===== src/rtl/out_dma_if.sv =====
// AXI4 write-channel bundle (AW/W/B) between out_dma and the interconnect.
interface out_dma_if #(
  parameter int AXI_ADDR_W = 32,
  parameter int AXI_DATA_W = 64,
  parameter int AXI_ID_W   = 4
);
  logic [AXI_ID_W-1:0]     m_axi_awid;
  logic [AXI_ADDR_W-1:0]   m_axi_awaddr;
  logic [7:0]              m_axi_awlen;
  logic [2:0]              m_axi_awsize;
  logic [1:0]              m_axi_awburst;
  logic                    m_axi_awvalid;
  logic                    m_axi_awready;
  logic [AXI_DATA_W-1:0]   m_axi_wdata;
  logic [AXI_DATA_W/8-1:0] m_axi_wstrb;
  logic                    m_axi_wlast;
  logic                    m_axi_wvalid;
  logic                    m_axi_wready;
  logic [AXI_ID_W-1:0]     m_axi_bid;
  logic [1:0]              m_axi_bresp;
  logic                    m_axi_bvalid;
  logic                    m_axi_bready;

  modport master (
    output m_axi_awid, m_axi_awaddr, m_axi_awlen, m_axi_awsize, m_axi_awburst, m_axi_awvalid,
    output m_axi_wdata, m_axi_wstrb, m_axi_wlast, m_axi_wvalid, m_axi_bready,
    input  m_axi_awready, m_axi_wready, m_axi_bid, m_axi_bresp, m_axi_bvalid
  );

  modport slave (
    input  m_axi_awid, m_axi_awaddr, m_axi_awlen, m_axi_awsize, m_axi_awburst, m_axi_awvalid,
    input  m_axi_wdata, m_axi_wstrb, m_axi_wlast, m_axi_wvalid, m_axi_bready,
    output m_axi_awready, m_axi_wready, m_axi_bid, m_axi_bresp, m_axi_bvalid
  );
endinterface


===== src/rtl/out_dma.sv =====
// Write-only AXI4 DMA: drains sequential output-BRAM words into DDR as INCR bursts,
// one burst in flight at a time (AW, all W beats, then B).
module out_dma #(
  parameter int                AXI_ADDR_W  = 32,
  parameter int                AXI_DATA_W  = 64,
  parameter int                AXI_ID_W    = 4,
  parameter logic [AXI_ID_W-1:0] STREAM_ID = AXI_ID_W'(2),
  parameter int                BRAM_ADDR_W = 10,
  parameter logic [7:0]        BURST_LEN   = 8'd15
) (
  input  logic                   clk,
  input  logic                   rst,
  input  logic                   start,
  input  logic [AXI_ADDR_W-1:0]  dst_addr,
  input  logic [31:0]            csr_num_beats,
  output logic                   done,
  output logic                   busy,
  output logic                   error,
  out_dma_if.master              axi,
  output logic                   bram_re,
  output logic [BRAM_ADDR_W-1:0] bram_addr,
  input  logic [AXI_DATA_W-1:0]  bram_rdata
);

  typedef enum logic [2:0] {S_IDLE, S_ADDR, S_DATA, S_RESP, S_DONE} state_t;
  state_t state, state_next;

  logic [AXI_ADDR_W-1:0] addr, awaddr_q;
  logic [31:0]           remaining, rem_m1;
  logic [7:0]            awlen_q, desired, burst_len, wr_cnt;
  logic [8:0]            page_lim, beats, rd_cnt;
  logic                  awvalid_q, rd_pend;
  logic [1:0]            buf_cnt, occ;
  logic [AXI_DATA_W-1:0] buf0, buf1;
  logic                  aw_fire, w_fire, w_last_fire, b_fire, wvalid, wlast;
  logic                  unused;

  assign unused = ^{axi.m_axi_bid, dst_addr[2:0]};

  // Burst length: remaining-limited, then clipped so the burst ends at the 4KB page edge.
  assign rem_m1    = remaining - 32'd1;
  assign desired   = (rem_m1 >= {24'd0, BURST_LEN}) ? BURST_LEN : rem_m1[7:0];
  assign page_lim  = ~addr[11:3];
  assign burst_len = ({1'b0, desired} <= page_lim) ? desired : page_lim[7:0];
  assign beats     = {1'b0, awlen_q} + 9'd1;

  assign wvalid      = (state == S_DATA) && (buf_cnt != 2'd0);
  assign wlast       = wvalid && (wr_cnt == awlen_q);
  assign aw_fire     = awvalid_q && axi.m_axi_awready;
  assign w_fire      = wvalid && axi.m_axi_wready;
  assign w_last_fire = w_fire && wlast;
  assign b_fire      = (state == S_RESP) && axi.m_axi_bvalid;

  // A read is allowed only if its word still has a slot after this cycle's push/pop.
  assign occ     = buf_cnt + {1'b0, rd_pend} - {1'b0, w_fire};
  assign bram_re = (state == S_DATA) && (rd_cnt <= {1'b0, awlen_q}) && (occ <= 2'd1);

  assign axi.m_axi_awid    = STREAM_ID;
  assign axi.m_axi_awaddr  = awaddr_q;
  assign axi.m_axi_awlen   = awlen_q;
  assign axi.m_axi_awsize  = 3'b011;
  assign axi.m_axi_awburst = 2'b01;
  assign axi.m_axi_awvalid = awvalid_q;
  assign axi.m_axi_wdata   = buf0;
  assign axi.m_axi_wstrb   = '1;
  assign axi.m_axi_wlast   = wlast;
  assign axi.m_axi_wvalid  = wvalid;
  assign axi.m_axi_bready  = (state == S_RESP);

  always_ff @(posedge clk) begin
    if (rst) state <= S_IDLE;
    else     state <= state_next;
  end

  always_comb begin
    state_next = state;
    unique case (state)
      S_IDLE: if (start) state_next = (csr_num_beats == 32'd0) ? S_DONE : S_ADDR;
      S_ADDR: if (aw_fire) state_next = S_DATA;
      S_DATA: if (w_last_fire) state_next = S_RESP;
      S_RESP: if (b_fire) begin
        if (axi.m_axi_bresp != 2'b00 || remaining == 32'd0) state_next = S_DONE;
        else                                                state_next = S_ADDR;
      end
      S_DONE: if (!start) state_next = S_IDLE;
      default: state_next = S_IDLE;
    endcase
  end

  always_ff @(posedge clk) begin
    if (rst) begin
      done      <= 1'b0;
      busy      <= 1'b0;
      error     <= 1'b0;
      addr      <= '0;
      remaining <= '0;
      awaddr_q  <= '0;
      awlen_q   <= '0;
      awvalid_q <= 1'b0;
      rd_cnt    <= '0;
      wr_cnt    <= '0;
      rd_pend   <= 1'b0;
      buf_cnt   <= '0;
      buf0      <= '0;
      buf1      <= '0;
      bram_addr <= '0;
    end else begin
      done    <= (state_next == S_DONE);
      busy    <= (state_next == S_ADDR) || (state_next == S_DATA) || (state_next == S_RESP);
      rd_pend <= bram_re;

      unique case (state)
        S_IDLE: if (start) begin
          addr      <= {dst_addr[AXI_ADDR_W-1:3], 3'b000};
          remaining <= csr_num_beats;
          error     <= 1'b0;
          bram_addr <= '0;
        end
        S_ADDR: begin
          if (!awvalid_q) begin
            awaddr_q  <= addr;
            awlen_q   <= burst_len;
            awvalid_q <= 1'b1;
          end else if (axi.m_axi_awready) begin
            awvalid_q <= 1'b0;
          end
          rd_cnt <= '0;
          wr_cnt <= '0;
        end
        S_DATA: if (w_last_fire) begin
          remaining <= remaining - 32'(beats);
          addr      <= addr + (AXI_ADDR_W'(beats) << 3);
        end
        S_RESP: if (b_fire && axi.m_axi_bresp != 2'b00) error <= 1'b1;
        default: ;
      endcase

      if (bram_re) begin
        bram_addr <= bram_addr + 1'b1;
        rd_cnt    <= rd_cnt + 9'd1;
      end
      if (w_fire) wr_cnt <= wr_cnt + 8'd1;

      // Head is always buf0; an arriving word lands behind whatever survives this cycle's pop.
      unique case ({rd_pend, w_fire})
        2'b01: buf0 <= buf1;
        2'b10: if (buf_cnt == 2'd0) buf0 <= bram_rdata;
               else                 buf1 <= bram_rdata;
        2'b11: if (buf_cnt == 2'd1) buf0 <= bram_rdata;
               else begin
                 buf0 <= buf1;
                 buf1 <= bram_rdata;
               end
        default: ;
      endcase
      buf_cnt <= buf_cnt + {1'b0, rd_pend} - {1'b0, w_fire};
    end
  end

endmodule

===== src/flat_wrapper.sv =====
// flat-port wrapper written by rule: the top's interface ports become plain ports
module out_dma_flat 
#(
  parameter int                AXI_ADDR_W  = 32,
  parameter int                AXI_DATA_W  = 64,
  parameter int                AXI_ID_W    = 4,
  parameter logic [AXI_ID_W-1:0] STREAM_ID = AXI_ID_W'(2),
  parameter int                BRAM_ADDR_W = 10,
  parameter logic [7:0]        BURST_LEN   = 8'd15
)
  (clk, rst, start, dst_addr, csr_num_beats, done, busy, error, bram_re, bram_addr, bram_rdata, axi_m_axi_awid, axi_m_axi_awaddr, axi_m_axi_awlen, axi_m_axi_awsize, axi_m_axi_awburst, axi_m_axi_awvalid, axi_m_axi_wdata, axi_m_axi_wstrb, axi_m_axi_wlast, axi_m_axi_wvalid, axi_m_axi_bready, axi_m_axi_awready, axi_m_axi_wready, axi_m_axi_bid, axi_m_axi_bresp, axi_m_axi_bvalid);
  out_dma_if #(.AXI_ADDR_W(AXI_ADDR_W), .AXI_DATA_W(AXI_DATA_W), .AXI_ID_W(AXI_ID_W)) axi_i ();
  input  logic clk;
  input  logic rst;
  input  logic start;
  input  logic [AXI_ADDR_W-1:0] dst_addr;
  input  logic [31:0] csr_num_beats;
  output logic done;
  output logic busy;
  output logic error;
  output logic bram_re;
  output logic [BRAM_ADDR_W-1:0] bram_addr;
  input  logic [AXI_DATA_W-1:0] bram_rdata;
  output wire logic [$bits(axi_i.m_axi_awid)-1:0] axi_m_axi_awid;
  output wire logic [$bits(axi_i.m_axi_awaddr)-1:0] axi_m_axi_awaddr;
  output wire logic [$bits(axi_i.m_axi_awlen)-1:0] axi_m_axi_awlen;
  output wire logic [$bits(axi_i.m_axi_awsize)-1:0] axi_m_axi_awsize;
  output wire logic [$bits(axi_i.m_axi_awburst)-1:0] axi_m_axi_awburst;
  output wire logic [$bits(axi_i.m_axi_awvalid)-1:0] axi_m_axi_awvalid;
  output wire logic [$bits(axi_i.m_axi_wdata)-1:0] axi_m_axi_wdata;
  output wire logic [$bits(axi_i.m_axi_wstrb)-1:0] axi_m_axi_wstrb;
  output wire logic [$bits(axi_i.m_axi_wlast)-1:0] axi_m_axi_wlast;
  output wire logic [$bits(axi_i.m_axi_wvalid)-1:0] axi_m_axi_wvalid;
  output wire logic [$bits(axi_i.m_axi_bready)-1:0] axi_m_axi_bready;
  input wire logic [$bits(axi_i.m_axi_awready)-1:0] axi_m_axi_awready;
  input wire logic [$bits(axi_i.m_axi_wready)-1:0] axi_m_axi_wready;
  input wire logic [$bits(axi_i.m_axi_bid)-1:0] axi_m_axi_bid;
  input wire logic [$bits(axi_i.m_axi_bresp)-1:0] axi_m_axi_bresp;
  input wire logic [$bits(axi_i.m_axi_bvalid)-1:0] axi_m_axi_bvalid;
  assign axi_m_axi_awid = axi_i.m_axi_awid;
  assign axi_m_axi_awaddr = axi_i.m_axi_awaddr;
  assign axi_m_axi_awlen = axi_i.m_axi_awlen;
  assign axi_m_axi_awsize = axi_i.m_axi_awsize;
  assign axi_m_axi_awburst = axi_i.m_axi_awburst;
  assign axi_m_axi_awvalid = axi_i.m_axi_awvalid;
  assign axi_m_axi_wdata = axi_i.m_axi_wdata;
  assign axi_m_axi_wstrb = axi_i.m_axi_wstrb;
  assign axi_m_axi_wlast = axi_i.m_axi_wlast;
  assign axi_m_axi_wvalid = axi_i.m_axi_wvalid;
  assign axi_m_axi_bready = axi_i.m_axi_bready;
  assign axi_i.m_axi_awready = axi_m_axi_awready;
  assign axi_i.m_axi_wready = axi_m_axi_wready;
  assign axi_i.m_axi_bid = axi_m_axi_bid;
  assign axi_i.m_axi_bresp = axi_m_axi_bresp;
  assign axi_i.m_axi_bvalid = axi_m_axi_bvalid;
  out_dma #(.AXI_ADDR_W(AXI_ADDR_W), .AXI_DATA_W(AXI_DATA_W), .AXI_ID_W(AXI_ID_W), .STREAM_ID(STREAM_ID), .BRAM_ADDR_W(BRAM_ADDR_W), .BURST_LEN(BURST_LEN)) u_core (.clk(clk), .rst(rst), .start(start), .dst_addr(dst_addr), .csr_num_beats(csr_num_beats), .done(done), .busy(busy), .error(error), .axi(axi_i), .bram_re(bram_re), .bram_addr(bram_addr), .bram_rdata(bram_rdata));
endmodule

===== config.mk =====
export PLATFORM = sky130hd
export DESIGN_NAME = out_dma_flat
export DESIGN_NICKNAME = d
export VERILOG_FILES = /design/src/rtl/out_dma_if.sv /design/src/rtl/out_dma.sv /design/src/flat_wrapper.sv
export SDC_FILE = /design/constraint.sdc
export NUM_CORES = 1
export LEC_CHECK = 0
export CAP_MARGIN = 20
export CELL_PAD_IN_SITES_DETAIL_PLACEMENT = 0
export CELL_PAD_IN_SITES_GLOBAL_PLACEMENT = 1
export CORE_ASPECT_RATIO = 1.25
export CORE_MARGIN = 2
export CORE_UTILIZATION = 38
export CTS_CLUSTER_DIAMETER = 40
export DETAILED_ROUTE_END_ITERATION = 12
export PLACE_DENSITY = 0.92
export SLEW_MARGIN = 20
export SYNTH_ARGS = -nofsm -noshare
export SYNTH_HDL_FRONTEND = slang
export SYNTH_SLANG_ARGS = --single-unit

===== constraint.sdc =====
create_clock -name clk -period 4.45 [get_ports clk]
set_input_delay 0.89 -clock clk [delete_from_list [all_inputs] [get_ports clk]]
set_output_delay 0.89 -clock clk [all_outputs]
set_load 0.02 [all_outputs]

==> flow_metrics.tcl <==
set metrics [dict create \
    synth_cell_types 80 \
    relSlewSlack 0.355 \
    instances_no_fill 2413 \
    synthFlopType "dfxtp_1" \
    reg2regPathDepth 15 \
    syn_area_sq_um 13300 \
    final-setup-viol-count 0 \
    worstMarginPinSlew_ps 944 \
    numCtsBuffers 36 \
    final_cell_mix "nand2_1, dfxtp_1, clkdlybuf4s50_1, nor2_1, a21oi_1" \
    peakVddDrop_mv 0.310 \
    crit_fanout 11 \
    grtUsageTotal 0.219 \
    ios 279 \
    fin_crit_sh 0.948 \
    wirelength_microns 41700 \
    worstSetupStartpoint "u_core.remaining[12]$_SDFFE_PP0P_" \
    num-fill-cells 3298 \
    via_count 13271 \
    grt_max_degree 77 \
    tritoncts "yes" \
    synth.avg_cell_area_sq_um 7.87 \
    dieArea_sq_um 36600 \
    htreeDepth 2 \
    drtIter0Drc 903 \
    final_common_cell "nand2_1" \
    num_rows 76 \
    status "complete, no violations" \
    regArea_sq_um 5270 \
    hpwl_microns 30000 \
    slowest_delay_ps 610 \
    cts_root_buf "clkbuf_16" \
    worstHoldStart "u_core.buf1[55]$_SDFFE_PP0P_" \
    ant_nets 0 \
    crit_slowest_cell "or4_4" \
    multi_input_area_sq_um 7430 \
    holdWs_ps 449 \
    power-per-cell-area_nw_per_um2 374 \
    timing.rr.end "u_core.axi.m_axi_awlen[0]$_SDFFE_PP0P_" \
    insertedDiodeCount 0 \
    finClkSkew_ps 10.5 \
    critical_path.endpoint_type "register" \
    grt_pass1_vias 12377 \
    seq_area_frac_synth 0.395 \
    clk_pin_slew_ps 60 \
    crit_path_end "u_core.axi.m_axi_awlen[0]$_SDFFE_PP0P_" \
    synth_edf_count 0 \
    layout-drive-gt1-share 0.0751 \
    port_buffers 251 \
    fmax_ghz 0.237 \
    synthToLayoutAreaGrowth_pct 32.3 \
    avgViaCountPerCell 5.50 \
    yosysWarnings 0 \
    hold_violations 0 \
    finalMaxSlewViolations 0 \
    start_kind "register" \
    syn-instance-count 1695 \
    antenna_found_initial 1 \
    rsz0062_at_grt "no" \
    grt_pass1_wl_microns 65000 \
    cp_cell_sequence "or4_4 > nor4b_4 > nand3_2 > o31a_1 > a2111oi_4 > and4_4 > nand2b_1 > ha_1 > a21o_1 > a21o_1 > a21oi_1 > a211oi_1 > buf_4 > o311ai_0 > nand2_1" \
    postCtsHoldBufs 0 \
    critical_path_required_ps 4840 \
    synth_seq_cells 263 \
    fin_nets 2104 \
    critPathKind "register to register" \
    dieWidth_microns 172 \
    async_flop_share 0 \
    cts_sinks 263 \
    dr.pass1.iters 5 \
    setup-tns-final_ps 0 \
    period_needed_ps 4220 \
    start_util 0.387 \
    reg2reg_setup_slack_ps 230 \
    cellLeakagePower_nw 6.21 \
    drcViolationCount 0 \
    hp-class "register to register" \
    worst_ep_arrival_time_ps 4610 \
    gp_congestion 0.916 \
    core_area_sq_um 34500 \
    grt_overflow_total 0 \
    insertion_delay_ps 520 \
    r2r-start "u_core.remaining[12]$_SDFFE_PP0P_" \
    cap_violations 0 \
    die_y_microns 214 \
    wire_per_inst_microns 17.3 \
    clockBufferDepth 3 \
    dp_cells 2347 \
    critical_path.most_common_cell "a21o_1" \
]
-- cells in the mapped netlist (all sizes together), types with 6 or more instances --
library cell,count,area (sq um)
nand2,291,1090
dfxtp,263,5270
nor2,172,646
a21oi,168,841
clkbuf,106,459
a211oi,84,631
o21ai,73,365
a22oi,69,518
ha,45,563
inv,39,146
nor3,36,180
nand3,34,175
buf,30,215
nor4,29,188
nand4,19,125
xor2,19,166
xnor2,18,158
and3,14,87.6
a21o,11,83.8
o21a,11,82.6
a311oi,10,87.6
o22ai,9,56.3
o311ai,8,70.1
or2,8,50.1
a31oi,7,43.8
and2,7,43.8
nand2b,7,43.8
o31ai,7,52.6
a2111oi,6,58.8
and4,6,55.1
or4,6,53.8
-- how the worst min path moves through the flow --
| stage | end | slack, ps | cells after the start |
|---|---|---|---|
| finish | u_core.buf1[55]$_SDFFE_PP0P_ | 450 | 2 |
| global route | u_core.buf1[7]$_SDFFE_PP0P_ | 460 | 2 |
| CTS | u_core.buf1[17]$_SDFFE_PP0P_ | 450 | 2 |
| detailed placement | u_core.buf1[39]$_SDFFE_PP0P_ | 440 | 2 |
| global placement | u_core.buf1[36]$_SDFFE_PP0P_ | 440 | 2 |
| floorplan | u_core.buf1[0]$_SDFFE_PP0P_ | 430 | 2 |
-- report_power, final --
| part | switching [mW] | internal (mW) | total [mW] |
|---|---|---|---|
| Combinational | 0.562 | 0.428 | 0.989 |
| Sequential | 0.109 | 2.43 | 2.54 |
| Clock | 1.16 | 1.90 | 3.06 |
-- metrics by stage --
step / utilization / cell area (sq um) / worst slack (ps) / total power [mW]
after floorplan: - / 13400 / 531 / 3.18
after global placement: 0.473 / 16300 / 149 / 3.54
after detailed placement: 0.473 / 16300 / 144 / 3.56
after CTS: 0.510 / 17600 / 37.8 / 6.62
after global routing: 0.511 / 17600 / 14.2 / 6.84
final: 0.511 / 17600 / 233 / 6.59
-- repair_timing --
item	in CTS	in global routing
resized for setup	0	7
setup buffers	0	0
setup endpoints to repair	0	5
-- flip-flops by register name, indices dropped and copies added (netlist names) --
name and flops:
u_core.addr 29, u_core.axi.m_axi_awaddr 29, u_core.axi.m_axi_awlen 8, u_core.axi.m_axi_awvalid 1, u_core.axi.m_axi_wdata 64, u_core.bram_addr 10
u_core.buf1 64, u_core.buf_cnt 2, u_core.busy 1, u_core.done 1, u_core.error 1, u_core.rd_cnt 9
u_core.rd_pend 1, u_core.remaining 32, u_core.state 3, u_core.wr_cnt 8
-- layer usage --
layer  global-route usage  vias up  part of all wire  routed length [microns]
met2                0.380      484              0.48                    20200
li1                     -     6514                 -                        -
met5                    0        -                 0                        0
met3               0.0439       79             0.080                     3320
met4               0.0818        0             0.030                     1240
met1                0.267     6194              0.41                    17000
-- critical path: cells and delay by family, from the launching register on --
kind | cells | cell delay (ps)
simple gates | 6 | 1550
flops | 1 | 410
fa+ha+maj | 1 | 300
compound gates | 7 | 1650
buf+inv | 1 | 180
-- cell type report --
type | count | share of cell area
inverter | 40 | 0.00851
timing repair buffer | 298 | 0.166
sequential | 263 | 0.298
clock buffer | 40 | 0.0548
multi-input combinational | 1278 | 0.421
tap | 468 | 0.0332
clock inverter | 26 | 0.0184
-- kinds of logic (layout without fill, tap and decap cells) --
| logic type | after synthesis | count (layout) | share of synthesized area |
|---|---|---|---|
| adder cells (fa/ha/maj) | 47 | 47 | 0.0452 |
| other | 2 | 24 | 0.000563 |
| multiplexers | 5 | 5 | 0.00394 |
| AND/OR/NAND/NOR | 655 | 655 | 0.222 |
| AO/OA/AOI/OAI | 510 | 510 | 0.248 |
| flip-flops | 263 | 263 | 0.395 |
| buffers and inverters | 176 | 404 | 0.0618 |
| XOR/XNOR | 37 | 37 | 0.0243 |
Note: power is estimated with default switching activity, not from simulation.
